$ cat src/rtl/pa_TimingEngine.sv
// rtl/pa_TimingEngine.sv - shared state type and default sizes for the timing engine
package pa_TimingEngine;

  localparam int DEF_NUM_CH        = 2;
  localparam int DEF_SIZE_T_ARSTFS = 8;
  localparam int DEF_SIZE_T_PLLTO  = 12;

  typedef enum logic [2:0] {
    ST_IDLE     = 3'd0,
    ST_WAIT_PLL = 3'd1,
    ST_DELAY    = 3'd2,
    ST_ACTIVE   = 3'd3,
    ST_ERROR    = 3'd4
  } te_state_e;

endpackage

$ cat src/rtl/timing_engine_ch.sv
// rtl/timing_engine_ch.sv - one radio channel: input synchronisers, sequencing FSM, registered outputs
module timing_engine_ch
  import pa_TimingEngine::*;
#(
  parameter int SIZE_T_ARSTFS = DEF_SIZE_T_ARSTFS,
  parameter int SIZE_T_PLLTO  = DEF_SIZE_T_PLLTO
) (
  input  logic                     clk,
  input  logic                     arst,
  input  logic                     req_enable_i,
  input  logic                     req_rx_en_i,
  input  logic                     pll_settled_s_i,
  input  logic [SIZE_T_ARSTFS-1:0] t_arst_fs_i,
  input  logic [SIZE_T_PLLTO-1:0]  t_pll_timeout_i,
  output logic                     radio_enable_o,
  output logic                     radio_rx_en_o,
  output logic                     pll_timeout_err_o,
  output logic                     busy_o
);

  logic [1:0]               en_sync_q;
  logic [1:0]               rx_sync_q;
  te_state_e                state_q;
  logic                     rx_mode_q;
  logic [SIZE_T_PLLTO-1:0]  to_cnt_q;
  logic [SIZE_T_ARSTFS-1:0] dly_cnt_q;
  logic                     radio_enable_q;
  logic                     radio_rx_en_q;
  logic                     err_q;
  logic                     busy_q;

  logic en_s;
  logic rx_s;
  logic to_enabled;

  assign en_s       = en_sync_q[1];
  assign rx_s       = rx_sync_q[1];
  assign to_enabled = (t_pll_timeout_i != '0);

  // Outputs are updated alongside each transition so they always track the state register.
  always_ff @(posedge clk or posedge arst) begin
    if (arst) begin
      en_sync_q      <= '0;
      rx_sync_q      <= '0;
      state_q        <= ST_IDLE;
      rx_mode_q      <= 1'b0;
      to_cnt_q       <= '0;
      dly_cnt_q      <= '0;
      radio_enable_q <= 1'b0;
      radio_rx_en_q  <= 1'b0;
      err_q          <= 1'b0;
      busy_q         <= 1'b0;
    end else begin
      en_sync_q <= {en_sync_q[0], req_enable_i};
      rx_sync_q <= {rx_sync_q[0], req_rx_en_i};
      case (state_q)
        ST_IDLE: begin
          if (en_s) begin
            state_q   <= ST_WAIT_PLL;
            rx_mode_q <= rx_s;
            to_cnt_q  <= t_pll_timeout_i;
            busy_q    <= 1'b1;
          end
        end
        ST_WAIT_PLL: begin
          if (!en_s) begin
            state_q <= ST_IDLE;
            busy_q  <= 1'b0;
          end else if (pll_settled_s_i) begin
            state_q   <= ST_DELAY;
            dly_cnt_q <= t_arst_fs_i;
          end else if (to_enabled && to_cnt_q == SIZE_T_PLLTO'(1)) begin
            state_q <= ST_ERROR;
            err_q   <= 1'b1;
          end else if (to_cnt_q != '0) begin
            to_cnt_q <= to_cnt_q - SIZE_T_PLLTO'(1);
          end
        end
        ST_DELAY: begin
          if (!en_s) begin
            state_q <= ST_IDLE;
            busy_q  <= 1'b0;
          end else if (!pll_settled_s_i) begin
            state_q  <= ST_WAIT_PLL;
            to_cnt_q <= t_pll_timeout_i;
          end else if (dly_cnt_q == '0) begin
            state_q        <= ST_ACTIVE;
            radio_enable_q <= 1'b1;
            radio_rx_en_q  <= rx_mode_q;
          end else begin
            dly_cnt_q <= dly_cnt_q - SIZE_T_ARSTFS'(1);
          end
        end
        ST_ACTIVE: begin
          if (!en_s) begin
            state_q        <= ST_IDLE;
            busy_q         <= 1'b0;
            radio_enable_q <= 1'b0;
            radio_rx_en_q  <= 1'b0;
          end else if (!pll_settled_s_i) begin
            state_q        <= ST_WAIT_PLL;
            to_cnt_q       <= t_pll_timeout_i;
            radio_enable_q <= 1'b0;
            radio_rx_en_q  <= 1'b0;
          end
        end
        ST_ERROR: begin
          if (!en_s) begin
            state_q <= ST_IDLE;
            busy_q  <= 1'b0;
            err_q   <= 1'b0;
          end
        end
        default: begin
          state_q        <= ST_IDLE;
          busy_q         <= 1'b0;
          err_q          <= 1'b0;
          radio_enable_q <= 1'b0;
          radio_rx_en_q  <= 1'b0;
        end
      endcase
    end
  end

  assign radio_enable_o    = radio_enable_q;
  assign radio_rx_en_o     = radio_rx_en_q;
  assign pll_timeout_err_o = err_q;
  assign busy_o            = busy_q;

endmodule

$ cat src/rtl/timing_engine_mc.sv
// rtl/timing_engine_mc.sv - multi-channel radio timing engine sharing one PLL lock indication
module timing_engine_mc
  import pa_TimingEngine::*;
#(
  parameter int NUM_CH        = DEF_NUM_CH,
  parameter int SIZE_T_ARSTFS = DEF_SIZE_T_ARSTFS,
  parameter int SIZE_T_PLLTO  = DEF_SIZE_T_PLLTO
) (
  input  logic                            clk,
  input  logic                            arst,
  input  logic [NUM_CH-1:0]               reqEnable,
  input  logic [NUM_CH-1:0]               reqRxEn,
  input  logic                            pllSettled,
  input  logic [NUM_CH*SIZE_T_ARSTFS-1:0] tArstFs,
  input  logic [SIZE_T_PLLTO-1:0]         tPllTimeout,
  output logic [NUM_CH-1:0]               radioEnable,
  output logic [NUM_CH-1:0]               radioRxEn,
  output logic [NUM_CH-1:0]               pllTimeoutErr,
  output logic [NUM_CH-1:0]               busy
);

  logic [1:0] pll_sync_q;

  always_ff @(posedge clk or posedge arst) begin
    if (arst) begin
      pll_sync_q <= '0;
    end else begin
      pll_sync_q <= {pll_sync_q[0], pllSettled};
    end
  end

  for (genvar i = 0; i < NUM_CH; i++) begin : g_ch
    timing_engine_ch #(
      .SIZE_T_ARSTFS(SIZE_T_ARSTFS),
      .SIZE_T_PLLTO (SIZE_T_PLLTO)
    ) u_ch (
      .clk              (clk),
      .arst             (arst),
      .req_enable_i     (reqEnable[i]),
      .req_rx_en_i      (reqRxEn[i]),
      .pll_settled_s_i  (pll_sync_q[1]),
      .t_arst_fs_i      (tArstFs[i*SIZE_T_ARSTFS +: SIZE_T_ARSTFS]),
      .t_pll_timeout_i  (tPllTimeout),
      .radio_enable_o   (radioEnable[i]),
      .radio_rx_en_o    (radioRxEn[i]),
      .pll_timeout_err_o(pllTimeoutErr[i]),
      .busy_o           (busy[i])
    );
  end

endmodule
$ cat config.mk
export PLATFORM = sky130hd
export DESIGN_NAME = timing_engine_mc
export DESIGN_NICKNAME = d
export VERILOG_FILES = /design/src/rtl/pa_TimingEngine.sv /design/src/rtl/timing_engine_ch.sv /design/src/rtl/timing_engine_mc.sv
export SDC_FILE = /design/constraint.sdc
export NUM_CORES = 1
export LEC_CHECK = 0
export CORE_MARGIN = 8
export CORE_UTILIZATION = 30
export DETAILED_ROUTE_END_ITERATION = 6
export DONT_BUFFER_PORTS = 1
export PLACE_DENSITY = 0.5
export RECOVER_POWER = 50
export SYNTH_ARGS = -nofsm -noshare
export SYNTH_HDL_FRONTEND = slang
export SYNTH_HIERARCHICAL = 1
export SYNTH_SLANG_ARGS = --single-unit
$ cat constraint.sdc
create_clock -name clk -period 2.5 [get_ports clk]
set_input_delay 0.375 -clock clk [delete_from_list [all_inputs] [get_ports clk]]
set_output_delay 0.375 -clock clk [all_outputs]
set_load 0.1 [all_outputs]
# Yosys cells after proc, flatten, opt, wreduce, memory -nomap -nowiden
# Index checks and enable logic that the tools add are counted.
# Widths: inputs -> output; s select.
[totals]
register_bits = 66
word_cells = 191
[op_classes]
n_addsub = 4
n_eq_ne = 46
mux = 81
bitwise_logic = 4
n_reduce_logical = 35
[op_table]
columns = ["cell", "count"]
rows = [
  ["$mux 12", 13],
  ["$mux 8", 10],
  ["$pmux 12 s3", 2],
  ["$mux 3", 19],
  ["$reduce_bool 12->1", 3],
  ["$ne 2x2->1 const B", 16],
  ["$pmux 8 s2", 2],
  ["$pmux 3 s5", 2],
  ["$reduce_and 5->1", 6],
  ["$ne 2x1->1 const B", 14],
  ["$mux 1", 25],
  ["$eq 12x1->1 const B", 2],
  ["$sub 12x1->12 const B", 2],
  ["$pmux 1 s3", 6],
  ["$logic_not 8->1", 2],
  ["$ne 4x4->1 const B", 4],
  ["$reduce_and 8->1", 2],
  ["$sub 8x1->8 const B", 2],
  ["$eq 3x2->1 const B", 4],
  ["$reduce_and 6->1", 2],
  ["$reduce_or 3->1", 4],
  ["$reduce_and 2->1", 4],
  ["$reduce_or 4->1", 2],
  ["$eq 3x1->1 const B", 2],
  ["other kinds (9)", 20],
]

# Longest topological paths before layout
[logic_depth]
ltp_word = 6
ltp_mapped = 8
depth_no_buf = 7

# By module
# The synthesis kept the hierarchy.
[by_module_without_submodules]
columns = ["module", "n_inst", "cells_per_inst", "area_per_inst_um2"]
rows = [
  ["timing_engine_ch (g_ch[1].u_ch)", 1, 218, 2065.7],
  ["timing_engine_ch (g_ch[0].u_ch)", 1, 205, 1929.4],
  ["timing_engine_mc", 1, 3, 53.8],
]

# Least setup slack after synthesis
# OpenSTA, ideal clock, no wires.
[synth_timing]
path_type = "reg2reg"
startpoint = "reg g_ch[1].u_ch.to_cnt_q[7]"
endpoint = "reg g_ch[1].u_ch.to_cnt_q[6]"
setup_ns = 0.128
t_arrival_ns = 1.992
setup_slack_ns = 0.381
stages_incl_launch_ff = 7
n_path_buf = 2
synth_period_minus_slack_ns = 2.119
path_cell_list = "dfrtp_1 -> or4_1 -> buf_2 -> nor4_4 -> a31oi_2 -> buf_6 -> mux2_1"
[synth_between]
elab_chain_len = 4
word_cells_on_any_way = 6
cone_classes = "3 x eq/ne; 3 x reduce/logical"
[synth_rtl]
columns = ["item", "line_no", "rtl"]
rows = [
  ["start: declaration", "timing_engine_ch.sv:25", "logic [SIZE_T_PLLTO-1:0] to_cnt_q;"],
  ["start signal: assignment", "timing_engine_ch.sv:61", "to_cnt_q <= t_pll_timeout_i;"],
  ["start signal: assignment", "timing_engine_ch.sv:76", "to_cnt_q <= to_cnt_q - SIZE_T_PLLTO'(1);"],
  ["start signal: assignment", "timing_engine_ch.sv:85", "to_cnt_q <= t_pll_timeout_i;"],
  ["$eq 12x1->1", "timing_engine_ch.sv:72", "end else if (to_enabled && to_cnt_q == SIZE_T_PLLTO'(1)) begin"],
  ["$logic_and 1x1->1", "timing_engine_ch.sv:72", ""],
  ["$ne 2x2->1 (no source line)", "n/a", ""],
  ["$reduce_and 8->1 (no source line) (*)", "n/a", ""],
]
# Mark *: on every way between the ends. The rest lies on a longest branch, timed or not.
# A chain may end at the register's enable or synchronous reset.

# Final worst setup path
# Same ends and word-level chain as after synthesis.

==> results_dict.tcl <==
set metrics [dict create \
    clock_sinks 66 \
    grt.total_usage 0.1232 \
    max_stage_delay_ns 0.59 \
    synth_nets 471 \
    final_cells 615 \
    chipWidth_um 132.2 \
    rows 42 \
    holdPathEnd "g_ch[0].u_ch/rx_sync_q[0]" \
    fin_skew_ns 0.008113 \
    cts_tree "built" \
    p_seq_frac 0.355 \
    syn-cell-area_um2 4049 \
    hold_viol 0 \
    synth_area_leaders "dfrtp_1 (41%), nor2_1 (3.2%), ha_1 (3.1%)" \
    ys_warn_count 6 \
    antenna_found_initial 0 \
    power_per_cell_area_nw_per_um2 1053 \
    overflow 0 \
    post-dp-hpwl_um 7434 \
    vdd_drop_max_mv 0.3928 \
    startpoint_type "flop" \
    worstSetupPathType "flop to flop" \
    initial_core_util 0.3070 \
    design.core.area_um2 13190 \
    postRouteAntennaNets 0 \
    cp.required_ns 2.72 \
    synthTopCellsByCount "dfrtp_1 (66), nor2_1 (35), nand2_1 (23), o21ai_0 (23)" \
    rr_worst_depth 4 \
    startpoint "g_ch[1].u_ch/to_cnt_q[7]" \
    crit_arrival_ns 2.44 \
    ys_async_sr_fraction 1.000 \
    drc 0 \
    syn_avg_cell_area_um2 9.504 \
    grt_pass1_wl_um 17160 \
    p_int_w 0.003067 \
    synth.top_cell.area_share 0.4079 \
    synth-seq-cells 66 \
    cap_violations 2 \
    cts.clk_slew.worst_paths_ns 0.06 \
    drt-total-wl_um 10240 \
    drive_above_1_share 0.1367 \
    min_path_cells 0 \
    port_buffers 0 \
    wl_per_cell_um 16.64 \
    clkLatencyLatePin_ns 0.34 \
    cp_cell_sequence "or4_1, nor4_4, a31oi_4, mux2_1" \
    clock_tree.root_cell "clkbuf_16" \
    grt_pass1_vias 3199 \
    worstHoldStart "reqRxEn[0]" \
    crit_path_end_kind "flop" \
    fin_nets 479 \
    rsz0062_at_grt "false" \
    period_minus_slack_ns 2.216 \
    vias 3264 \
    firstDrtPassIters 4 \
    viasPerCell 5.307 \
    p_sw_frac 0.3755 \
    yosys.area.top_type "dfrtp_1" \
    grt_max_degree 33 \
    drt-initial-drc-count 257 \
    drv_slew 66 \
    cts_buffers 9 \
    setup_viol 0 \
    cts_setup_buffers 0 \
    path_max_fanout 12 \
    worst-r2r-setup-slack_ns 0.28 \
    relSlewSlack -0.2427 \
    htreeDepth 3 \
    area_growth_pct 15.20 \
    max_freq_mhz 451.3 \
    outcome "finished with violations" \
    place.gp.congestion 0.7445 \
    p_sw_w 0.001844 \
    die_h_um 132.2 \
    critPathSlowestCell "or4_1" \
    dieArea_um2 17470 \
    pin_count 43 \
    tightest_slew_ns 1.864 \
    clock_path_buffers 2 \
    n_antenna_cell 0 \
    power.leakage_nw 1.901 \
    period_share 0.8864 \
    dpl.cell_count 598 \
    p_clk_frac 0.308 \
    hold_slack_ns 0.05715 \
    crit_buf_inv 0 \
    netlist-cell-type-count 70 \
    synth-edff-count 0 \
    r2r-end "g_ch[1].u_ch/to_cnt_q[6]" \
    synth_cells 426 \
    r2r-start "g_ch[1].u_ch/to_cnt_q[7]" \
    hold_class "input port to flop" \
    synth_top_flop_cell "dfrtp_1" \
    violations "max-capacitance violations, max-slew violations" \
    combPwrFrac 0.337 \
    yosysMostFrequentCell "dfrtp_1" \
    critPathTopFamily "simple AND/OR/NAND/NOR gates" \
    seq_area_frac_synth 0.4079 \
]
## cells by family after synthesis
group           Yosys count  share of synthesized area
simple gates            146                     0.2086
flops                    66                     0.4079
compound gates          126                     0.2148
xor+xnor                 11                    0.02379
buf+inv                  46                    0.05130
fa+ha+maj                11                    0.03337
mux                      20                    0.06026
## sequential cells by signal (all words and copies together), names as in the netlist, 4 cells and up
| name | count |
|---|---|
| g_ch.u_ch/to_cnt_q | 24 |
| g_ch.u_ch/rx_sync_q | 4 |
| g_ch.u_ch/dly_cnt_q | 16 |
| g_ch.u_ch/state_q | 6 |
| g_ch.u_ch/en_sync_q | 4 |
## per-layer routing
layer	vias to the layer above	global-route usage	wire length, um
li1	1597	-	-
met1	1574	0.1551	4651
met2	80	0.1888	4798
met3	13	0.03239	553
met4	0	0.06625	231
met5	-	0	0
## metrics by stage
step | utilization | TNS, ns | power, W | cell area (um2) | setup WS, ns
finish | 0.3536 | 0 | 0.004911 | 4664 | 0.2840
global route | 0.3536 | 0 | 0.005250 | 4664 | 0.1427
CTS | 0.3535 | 0 | 0.004948 | 4663 | 0.1192
detailed placement | 0.3262 | 0 | 0.003408 | 4303 | 0.01041
global placement | 0.3262 | -0.07524 | 0.003374 | 4303 | -0.02157
floorplan | - | 0 | 0.002999 | 4049 | 0.3806
## layout by cell type, fill, tap and decap left out, types with 9 or more instances in the layout
cell	instances
o21ai_0	23
a21oi_1	21
inv_1	21
buf_4	19
nor2_1	35
dfrtp_1	66
ha_1	10
a31oi_1	9
nand2_1	23
clkbuf_16	9
nor3_1	14
o21ai_1	13
## worst register-to-register path: cells and delay by family (launching register included)
family,cells,cell delay (ns)
AOI/OAI and AO/OA,1,0.30
and+or+nand+nor,2,1.00
DFF,1,0.41
muxes,1,0.39
## cell type report
class                      instances  area, um2
inverter                          21      78.83
clock buffer                       9      225.2
clock inverter                     7      125.1
fill                            1354       8526
tap                              176      220.2
multi-input combinational        314       2203
timing repair buffer              22      160.2
sequential                        66       1652
## how the worst max path moves through the flow
stage / end / cells past startpoint
finish: g_ch[1].u_ch/to_cnt_q[6] / 4
global route: g_ch[1].u_ch/to_cnt_q[11] / 4
CTS: g_ch[1].u_ch/to_cnt_q[6] / 4
detailed placement: g_ch[1].u_ch/to_cnt_q[6] / 4
global placement: g_ch[1].u_ch/to_cnt_q[7] / 4
floorplan: g_ch[1].u_ch/to_cnt_q[6] / 6
## what timing repair did
| item | in CTS | in global routing |
|---|---|---|
| endpoints found under the setup margin | 0 | 2 |
| endpoints found under the hold margin | 2 | 0 |
| gates resized for setup | 0 | 1 |
| hold buffers | 1 | 0 |
## power groups by stage
stage	combinational (W)	sequential, W	clock [W]
2_1_floorplan	0.00120	0.00180	0
3_3_place_gp	0.00163	0.00174	0
3_5_place_dp	0.00165	0.00176	0
4_1_cts	0.00166	0.00174	0.00155
5_1_grt	0.00185	0.00180	0.00160
6_report	0.00165	0.00174	0.00151
(Power assumes the default switching activity.)
